===== config.mk =====
export PLATFORM = sky130hd
export DESIGN_NAME = jtframe_ddram_arb
export DESIGN_NICKNAME = d
export VERILOG_FILES = /design/src/rtl/jtframe_ddram_arb_pkg.sv /design/src/rtl/jtframe_ddram_arb.sv
export SDC_FILE = /design/constraint.sdc
export NUM_CORES = 1
export LEC_CHECK = 0
export ABC_AREA = 1
export CAP_MARGIN = 20
export CORE_AREA = 2 2 183 185
export CTS_CLUSTER_DIAMETER = 60
export DETAILED_ROUTE_END_ITERATION = 8
export DIE_AREA = 0 0 185 187
export PLACE_DENSITY = 0.38
export SYNTH_ARGS = -nofsm -noshare
export SYNTH_HDL_FRONTEND = slang
export SYNTH_SLANG_ARGS = --single-unit

===== constraint.sdc =====
create_clock -name clk -period 2 [get_ports clk]
set_input_delay 0.6 -clock clk [delete_from_list [all_inputs] [get_ports clk]]
set_output_delay 0.6 -clock clk [all_outputs]
set_load 0.05 [all_outputs]

===== src/rtl/jtframe_ddram_arb_pkg.sv =====
// Shared types and helpers for the two-requester DDR3 burst arbiter.
package jtframe_ddram_arb_pkg;

    typedef enum logic [1:0] {
        IDLE    = 2'd0,
        RD_CMD  = 2'd1,
        RD_DATA = 2'd2,
        WR      = 2'd3
    } arb_state_t;

    localparam logic GNT_A = 1'b0;
    localparam logic GNT_B = 1'b1;

    // A burst count of zero still moves one beat
    function automatic logic [7:0] len0(input logic [7:0] burstcnt);
        return (burstcnt == 8'd0) ? 8'd1 : burstcnt;
    endfunction

endpackage


===== src/rtl/jtframe_ddram_arb.sv =====
// Whole-burst arbiter between two Avalon-style requesters and the MiSTer ddram_* port.
module jtframe_ddram_arb
    import jtframe_ddram_arb_pkg::*;
#(
    parameter int FIXED_PRIO = 0,
    parameter int AW         = 29
) (
    input  logic          clk,
    input  logic          rst_n,

    input  logic [AW-1:0] a_addr,
    input  logic [7:0]    a_burstcnt,
    input  logic          a_rd,
    input  logic          a_we,
    input  logic [63:0]   a_din,
    input  logic [7:0]    a_be,
    output logic          a_busy,
    output logic          a_dout_ready,

    input  logic [AW-1:0] b_addr,
    input  logic [7:0]    b_burstcnt,
    input  logic          b_rd,
    input  logic          b_we,
    input  logic [63:0]   b_din,
    input  logic [7:0]    b_be,
    output logic          b_busy,
    output logic          b_dout_ready,

    output logic [63:0]   dout,

    input  logic          ddram_busy,
    output logic [7:0]    ddram_burstcnt,
    output logic [AW-1:0] ddram_addr,
    output logic          ddram_rd,
    output logic          ddram_we,
    output logic [63:0]   ddram_din,
    output logic [7:0]    ddram_be,
    input  logic [63:0]   ddram_dout,
    input  logic          ddram_dout_ready
);

    arb_state_t  state;
    logic        gnt;
    logic        last;
    logic [7:0]  len;
    logic [7:0]  cnt;

    logic        req_a, req_b;
    logic        pick;
    logic        pick_rd;
    logic [7:0]  pick_bc;
    logic        g_rd, g_we;
    logic        last_beat;

    assign req_a = a_rd | a_we;
    assign req_b = b_rd | b_we;

    // On a tie, round-robin favours whoever did not win last time
    always_comb begin
        pick = GNT_A;
        if (req_a && req_b)
            pick = (FIXED_PRIO != 0 || last == GNT_B) ? GNT_A : GNT_B;
        else if (req_b)
            pick = GNT_B;
    end

    assign pick_rd   = (pick == GNT_A) ? a_rd       : b_rd;
    assign pick_bc   = (pick == GNT_A) ? a_burstcnt : b_burstcnt;
    assign g_rd      = (gnt == GNT_A)  ? a_rd       : b_rd;
    assign g_we      = (gnt == GNT_A)  ? a_we       : b_we;
    assign last_beat = (cnt == len - 8'd1);

    always_ff @(posedge clk or negedge rst_n) begin
        if (!rst_n) begin
            state <= IDLE;
            gnt   <= GNT_A;
            last  <= GNT_B;
            len   <= 8'd1;
            cnt   <= 8'd0;
        end else begin
            case (state)
                IDLE: begin
                    if (req_a || req_b) begin
                        gnt   <= pick;
                        last  <= pick;
                        len   <= len0(pick_bc);
                        cnt   <= 8'd0;
                        state <= pick_rd ? RD_CMD : WR;
                    end
                end
                RD_CMD: begin
                    if (!g_rd)
                        state <= IDLE;
                    else if (!ddram_busy)
                        state <= RD_DATA;
                end
                RD_DATA: begin
                    if (ddram_dout_ready) begin
                        cnt <= cnt + 8'd1;
                        if (last_beat) state <= IDLE;
                    end
                end
                WR: begin
                    // Gaps after the first beat keep the grant; a drop before it abandons
                    if (g_we && !ddram_busy) begin
                        cnt <= cnt + 8'd1;
                        if (last_beat) state <= IDLE;
                    end else if (!g_we && cnt == 8'd0) begin
                        state <= IDLE;
                    end
                end
                default: state <= IDLE;
            endcase
        end
    end

    logic fwd_busy;
    assign fwd_busy = (state == RD_CMD || state == WR) ? ddram_busy : 1'b1;

    assign a_busy         = (gnt == GNT_A) ? fwd_busy : 1'b1;
    assign b_busy         = (gnt == GNT_B) ? fwd_busy : 1'b1;
    assign a_dout_ready   = (state == RD_DATA) && (gnt == GNT_A) && ddram_dout_ready;
    assign b_dout_ready   = (state == RD_DATA) && (gnt == GNT_B) && ddram_dout_ready;
    assign dout           = ddram_dout;

    assign ddram_rd       = (state == RD_CMD) && g_rd;
    assign ddram_we       = (state == WR) && g_we;
    assign ddram_burstcnt = len;
    assign ddram_addr     = (gnt == GNT_A) ? a_addr : b_addr;
    assign ddram_din      = (gnt == GNT_A) ? a_din  : b_din;
    assign ddram_be       = (gnt == GNT_A) ? a_be   : b_be;

endmodule


# Yosys cells after proc, flatten, opt, wreduce, memory -nomap -nowiden
# Cells that the tools add are included.
# classes
n_eq_ne	9
reduce_logical	20
n_addsub	2
n_bitwise	3
n_mux	27
# op_table
cell	count
64-bit two-way mux	1
8-bit two-way mux	6
29-bit two-way mux	1
8-bit case mux with 3 select lines	1
8-bit logical NOT	2
2-bit two-way mux	8
1-bit logical AND	9
1-bit two-way mux	9
8-bit by 1-bit adder with 8-bit output, second input constant	1
8-bit equality test	1
2-bit case mux with 4 select lines	1
4-bit AND reduction	2
8-bit by 1-bit subtractor with 8-bit output, second input constant	1
2-bit inequality test, second input constant	3
3-bit inequality test, second input constant	2
2-bit equality test, second input constant	2
3-bit nonzero test	1
2-bit by 1-bit equality test with 1-bit output, second input constant	1
1-bit logical NOT	2
2-bit logical NOT	1
1-bit logical OR	2
1-bit OR	2
2-bit AND reduction	1
1-bit NOT	1
# word_totals
ff_bits	20
elab_cells	66
out_inout_bits	179
inputBits	290

# Depth between registers and ports, before layout
# Gate-level depths: netlist of the first run.
# logic_depth
word_depth	7
ltp_mapped	14
ltp_nobuf	14

# Least setup slack after synthesis of the first run
# Ideal clock, no wire load.
# synth_timing
path_type	register to output
from	register gnt
to	output a_dout_ready
required_time_ps	1400
slack_ps	-367
t_arrival_ps	1767
n_path_buf	2
path_stages_with_launch	4
path_cell_list	dfrtp_1 -> buf_6 -> clkbuf_1 -> nor3_1
# synth_via
elab_chain_len	3
# synth_rtl
element	line	source
start: declaration	jtframe_ddram_arb.sv:43	logic gnt;
start signal: assignment	jtframe_ddram_arb.sv:84	gnt <= pick;
1-bit NOT	--	
1-bit logical AND (2 in series)	jtframe_ddram_arb.sv:122	assign a_dout_ready = (state == RD_DATA) && (gnt == GNT_A) && ddram_dout_ready;
end: declaration	jtframe_ddram_arb.sv:18	output logic a_dout_ready,
# Every way passes these cells.

# Worst setup path after layout of the first run
# layout_timing
from	register gnt
to	output ddram_din[51]
# layout_via
elab_chain_len	1
# layout_rtl
element	line	source
64-bit two-way mux	jtframe_ddram_arb.sv:130	assign ddram_din = (gnt == GNT_A) ? a_din : b_din;
end: declaration	jtframe_ddram_arb.sv:36	output logic [63:0] ddram_din,
# Every way passes these cells.

==> results.md, run 1 <==
- The count of unresolved DRC violations after routing is 0.
- The area share of the largest cell type after synthesis is 41.3%.
- The maximum net fanout on the critical path is 56.
- The number of I/O pins is 469.
- After detailed routing, the average wire length per cell comes to 15.1 um.
- The final estimated routing congestion in global placement is 0.735.
- The final total negative setup slack is -7.14 ns.
- The timing startpoint of the critical path is gnt$_DFFE_PN0P_.
- The library cell used most frequently in the layout, excluding fill and tap cells, is nand2_1.
- In this run the core area contains 67 standard-cell rows.
- The run finished, with violations left.
- The routed wire length is 20.7 mm.
- Entering global routing, the biggest net connects 57 pins.
- Across the run, the number of max-cap violations was 0.
- The critical hold path startpoint is last$_DFFE_PN1P_.
- The count of input and output buffers is 340.
- The number of fillers in the final layout is 3777.
- The count of clock tree sinks is 20.
- The total overflow left after global routing is 0.
- At the pin with the least slew margin, the transition time is 0.426 ns.
- The type of origin of the critical path is a register.
- Setup violations remaining at the end of the flow were counted as between 100 and 150.
- At the end of the flow the core is filled with cells to 24.5%.
- Leaving out fill and tap cells, the most frequent cells in the layout are nand2_1 (280), clkdlybuf4s50_1 (220), nand2_2 (86), buf_8 (53), buf_6 (47).
- The tightest hold path in the finished design has a slack of 0.573 ns.
- At the worst endpoint, the required time is 1.40 ns.
- The number of library cell types mapped by synthesis is 35.
- The floorplan step set the die height to 187 um.
- The x dimension of the die is 185 um.
- The cell count after synthesis came out at 624.
- The net count of the mapped netlist is approximately 920.
- Cells with a size suffix above 1 make up 30.8% of the layout.
- The synthesized area divided by synthesized cell count is 5.32 sq um.
- The floorplan step defined a die boundary enclosing roughly 35000 sq um.
- The fmax is 466 MHz.
- TritonCTS built the clock tree.
- Global routing consumed, over all layers together, 11.3% of the routing resources.
- The checks that failed: negative setup slack.
- Setup repair after global routing could not meet its margin everywhere.
- The headroom to the max-slew limit is 71.6%.
- The combined area of all synthesized cells is between 3000 and 4000 sq um.
- The final antenna-violating net count is 0.
- By area the synthesized netlist is led by nand2_1 (41%), buf_4 (14%), dfrtp_1 (14%).
- After layout, the worst setup slack is -0.144 ns.
- Power spread over the standard cell area amounts to 1560 nW/um^2.
- The kind of end point of the critical path is a primary output.
- The total via count after detailed routing is 4694.
- CTS built an H-tree with a depth of 1.
- The post-route clock skew is 0.00414 ns.
- Compared with the post-synthesis result, the final layout area differs by 143%.
- The cts-stage hold buffer count is 0.
- The initial antenna violation count is 1.
- In the final layout, the multi-input gates occupy 2310 sq um.
- The total area inside the core boundary comes to between 30000 and 40000 sq um.
- The count of endpoints failing hold in the final timing report is 0.
- The total CTS buffers is 3.
- The worst-case IR drop observed on VDD is 0.567 mV.
- The flip-flop and latch count after synthesis is 20.
- Sequential elements use 15.2% of the synthesized area.
- The launch instance of the worst register-to-register path is gnt$_DFFE_PN0P_.
- The net total in the final layout is 1220.
- The path class of the tightest hold or removal check is reg -> reg.
- The initial core utilization is 10.1%.
- The final period demand of the worst path is 2.14 ns.
- The detailed router finished its first iteration with 174 violations.
- Clock latency on the worst-skew pair, taken at its later pin, is 0.25 ns.
- The leakage power summed over all cells is 3.73 nW.
- The clock-pin slew on the worst setup and hold paths is 0.06 ns.
- The largest area contributor in the synthesized netlist is nand2_1.
- The total count of max-transition violations in the final report is 0.
- The Yosys step of the flow raised 0 warnings.
- The repair_antennas step left the layout with diodes totalling 0.
- The HPWL after detailed placement is 17.7 mm.
- The first-pass iteration count of the detailed router is 4.
- The global-route wire length before repair is 29.9 mm.
- The clock tree root driver cell is clkbuf_16.
- The data arrival at the endpoint of the critical path is 1.54 ns.
- The worst path uses 107% of the clock period.
- The startpoint-to-endpoint class of the critical path is reg -> out.
- The number of global-route vias before repair is 4852.
- The detailed-route vias per instance is 3.42.
- No sink is reached through more buffers than the 2 on the longest clock path.
- The sequential cells in the finished layout cover a total of 507 sq um.
[cell families after synthesis]
group | after synthesis | share of synthesized area, %
xor gates and xnor gates | 9 | 2.38
and+or+nand+nor | 424 | 51.2
adders and majority gates | 3 | 1.13
muxes | 1 | 0.302
DFF | 20 | 15.2
AOI/OAI and AO/OA | 40 | 7.43
buffers and inverters | 127 | 22.4
[final cells by class]
cell class | count | area share, %
multi-input cells | 477 | 28.7
flip-flops and latches | 20 | 6.29
well taps | 448 | 6.96
inverters | 37 | 1.79
clock inverters | 1 | 0.373
repair buffers | 388 | 54.9
clock buffers | 3 | 0.932
[where the power goes]
group / switching [W] / internal [W]
clock: 0.000155 / 0.000397
sequential: 0.000287 / 0.000575
combinational: 0.00670 / 0.00442
[path summary, 6_finish.rpt]
kind / endpoint / slack, ns / cells past startpoint
setup / recovery: ddram_din[51] / -0.14 / 4
hold / removal: last$_DFFE_PN1P_ / 0.57 / 2
setup reg to reg: cnt[2]$_DFFE_PN0P_ / 0.18 / 10
hold reg to reg: last$_DFFE_PN1P_ / 0.57 / 2
max in group asynchronous: ddram_burstcnt[0]$_DFFE_PN1P_ / 1.02 / 2
min in group asynchronous: cnt[6]$_DFFE_PN0P_ / 0.71 / 2
[registers in the layout, indices dropped and copies added, names as in the netlist]
| name | cells |
|---|---|
| cnt | 8 |
| state | 2 |
| gnt | 1 |
| last | 1 |
| ddram_burstcnt | 8 |
[cell usage after synthesis, drive strengths merged]
library cell / count
o31ai: 1
nand2: 369
nor3: 6
nor2: 31
a21oi: 6
o211ai: 1
xor2: 5
clkbuf: 15
buf: 75
ha: 3
nand4: 2
mux2i: 1
a31oi: 1
inv: 37
o21ai: 30
nand3b: 1
dfrtp: 18
o21a: 1
xnor2: 4
dfstp: 2
nand3: 15
[per-stage QoR]
step	instance area (sq um)	total power [W]	cells	setup slack, ns
detailed placement	7130	0.0106	1359	-0.481
floorplan	3480	0.00698	624	-0.0125
CTS	7940	0.0125	1369	-0.167
global placement	7130	0.0106	1359	-0.483
global route	8060	0.0133	1374	-0.213
finish	8060	0.0125	1374	-0.144
[worst max-delay path: stages, from the launching register on]
cell     delay [ns]
dfrtp_4        0.48
buf_12         0.27
nand2_1        0.19
nand2_2        0.10
buf_4          0.19
[timing repair]
item | in CTS | in global routing
cloned | 2 | 2
pin swaps | 3 | 1
endpoints found under the hold margin | 0 | 0
resized for setup | 178 | 16
buffers inserted | 4 | 3
setup endpoints to repair | 109 | 107
[layer usage]
metal	track usage (%)	part of all wire [%]
met5	0	0
met4	0.366	0.11
met3	4.61	9.9
met2	19.7	49
met1	13.7	41
Power figures use the tool's default switching activity.
==> run 2, diff against run 1 <==
--- a/config.mk
+++ b/config.mk
@@ -6,7 +6,6 @@
 export NUM_CORES = 1
 export LEC_CHECK = 0
 export ABC_AREA = 1
-export CAP_MARGIN = 20
 export CORE_AREA = 2 2 183 185
 export CTS_CLUSTER_DIAMETER = 60
 export DETAILED_ROUTE_END_ITERATION = 8
==> results of run 2 <==
The final DEF is identical to that of run 1; final timing and power are the same.
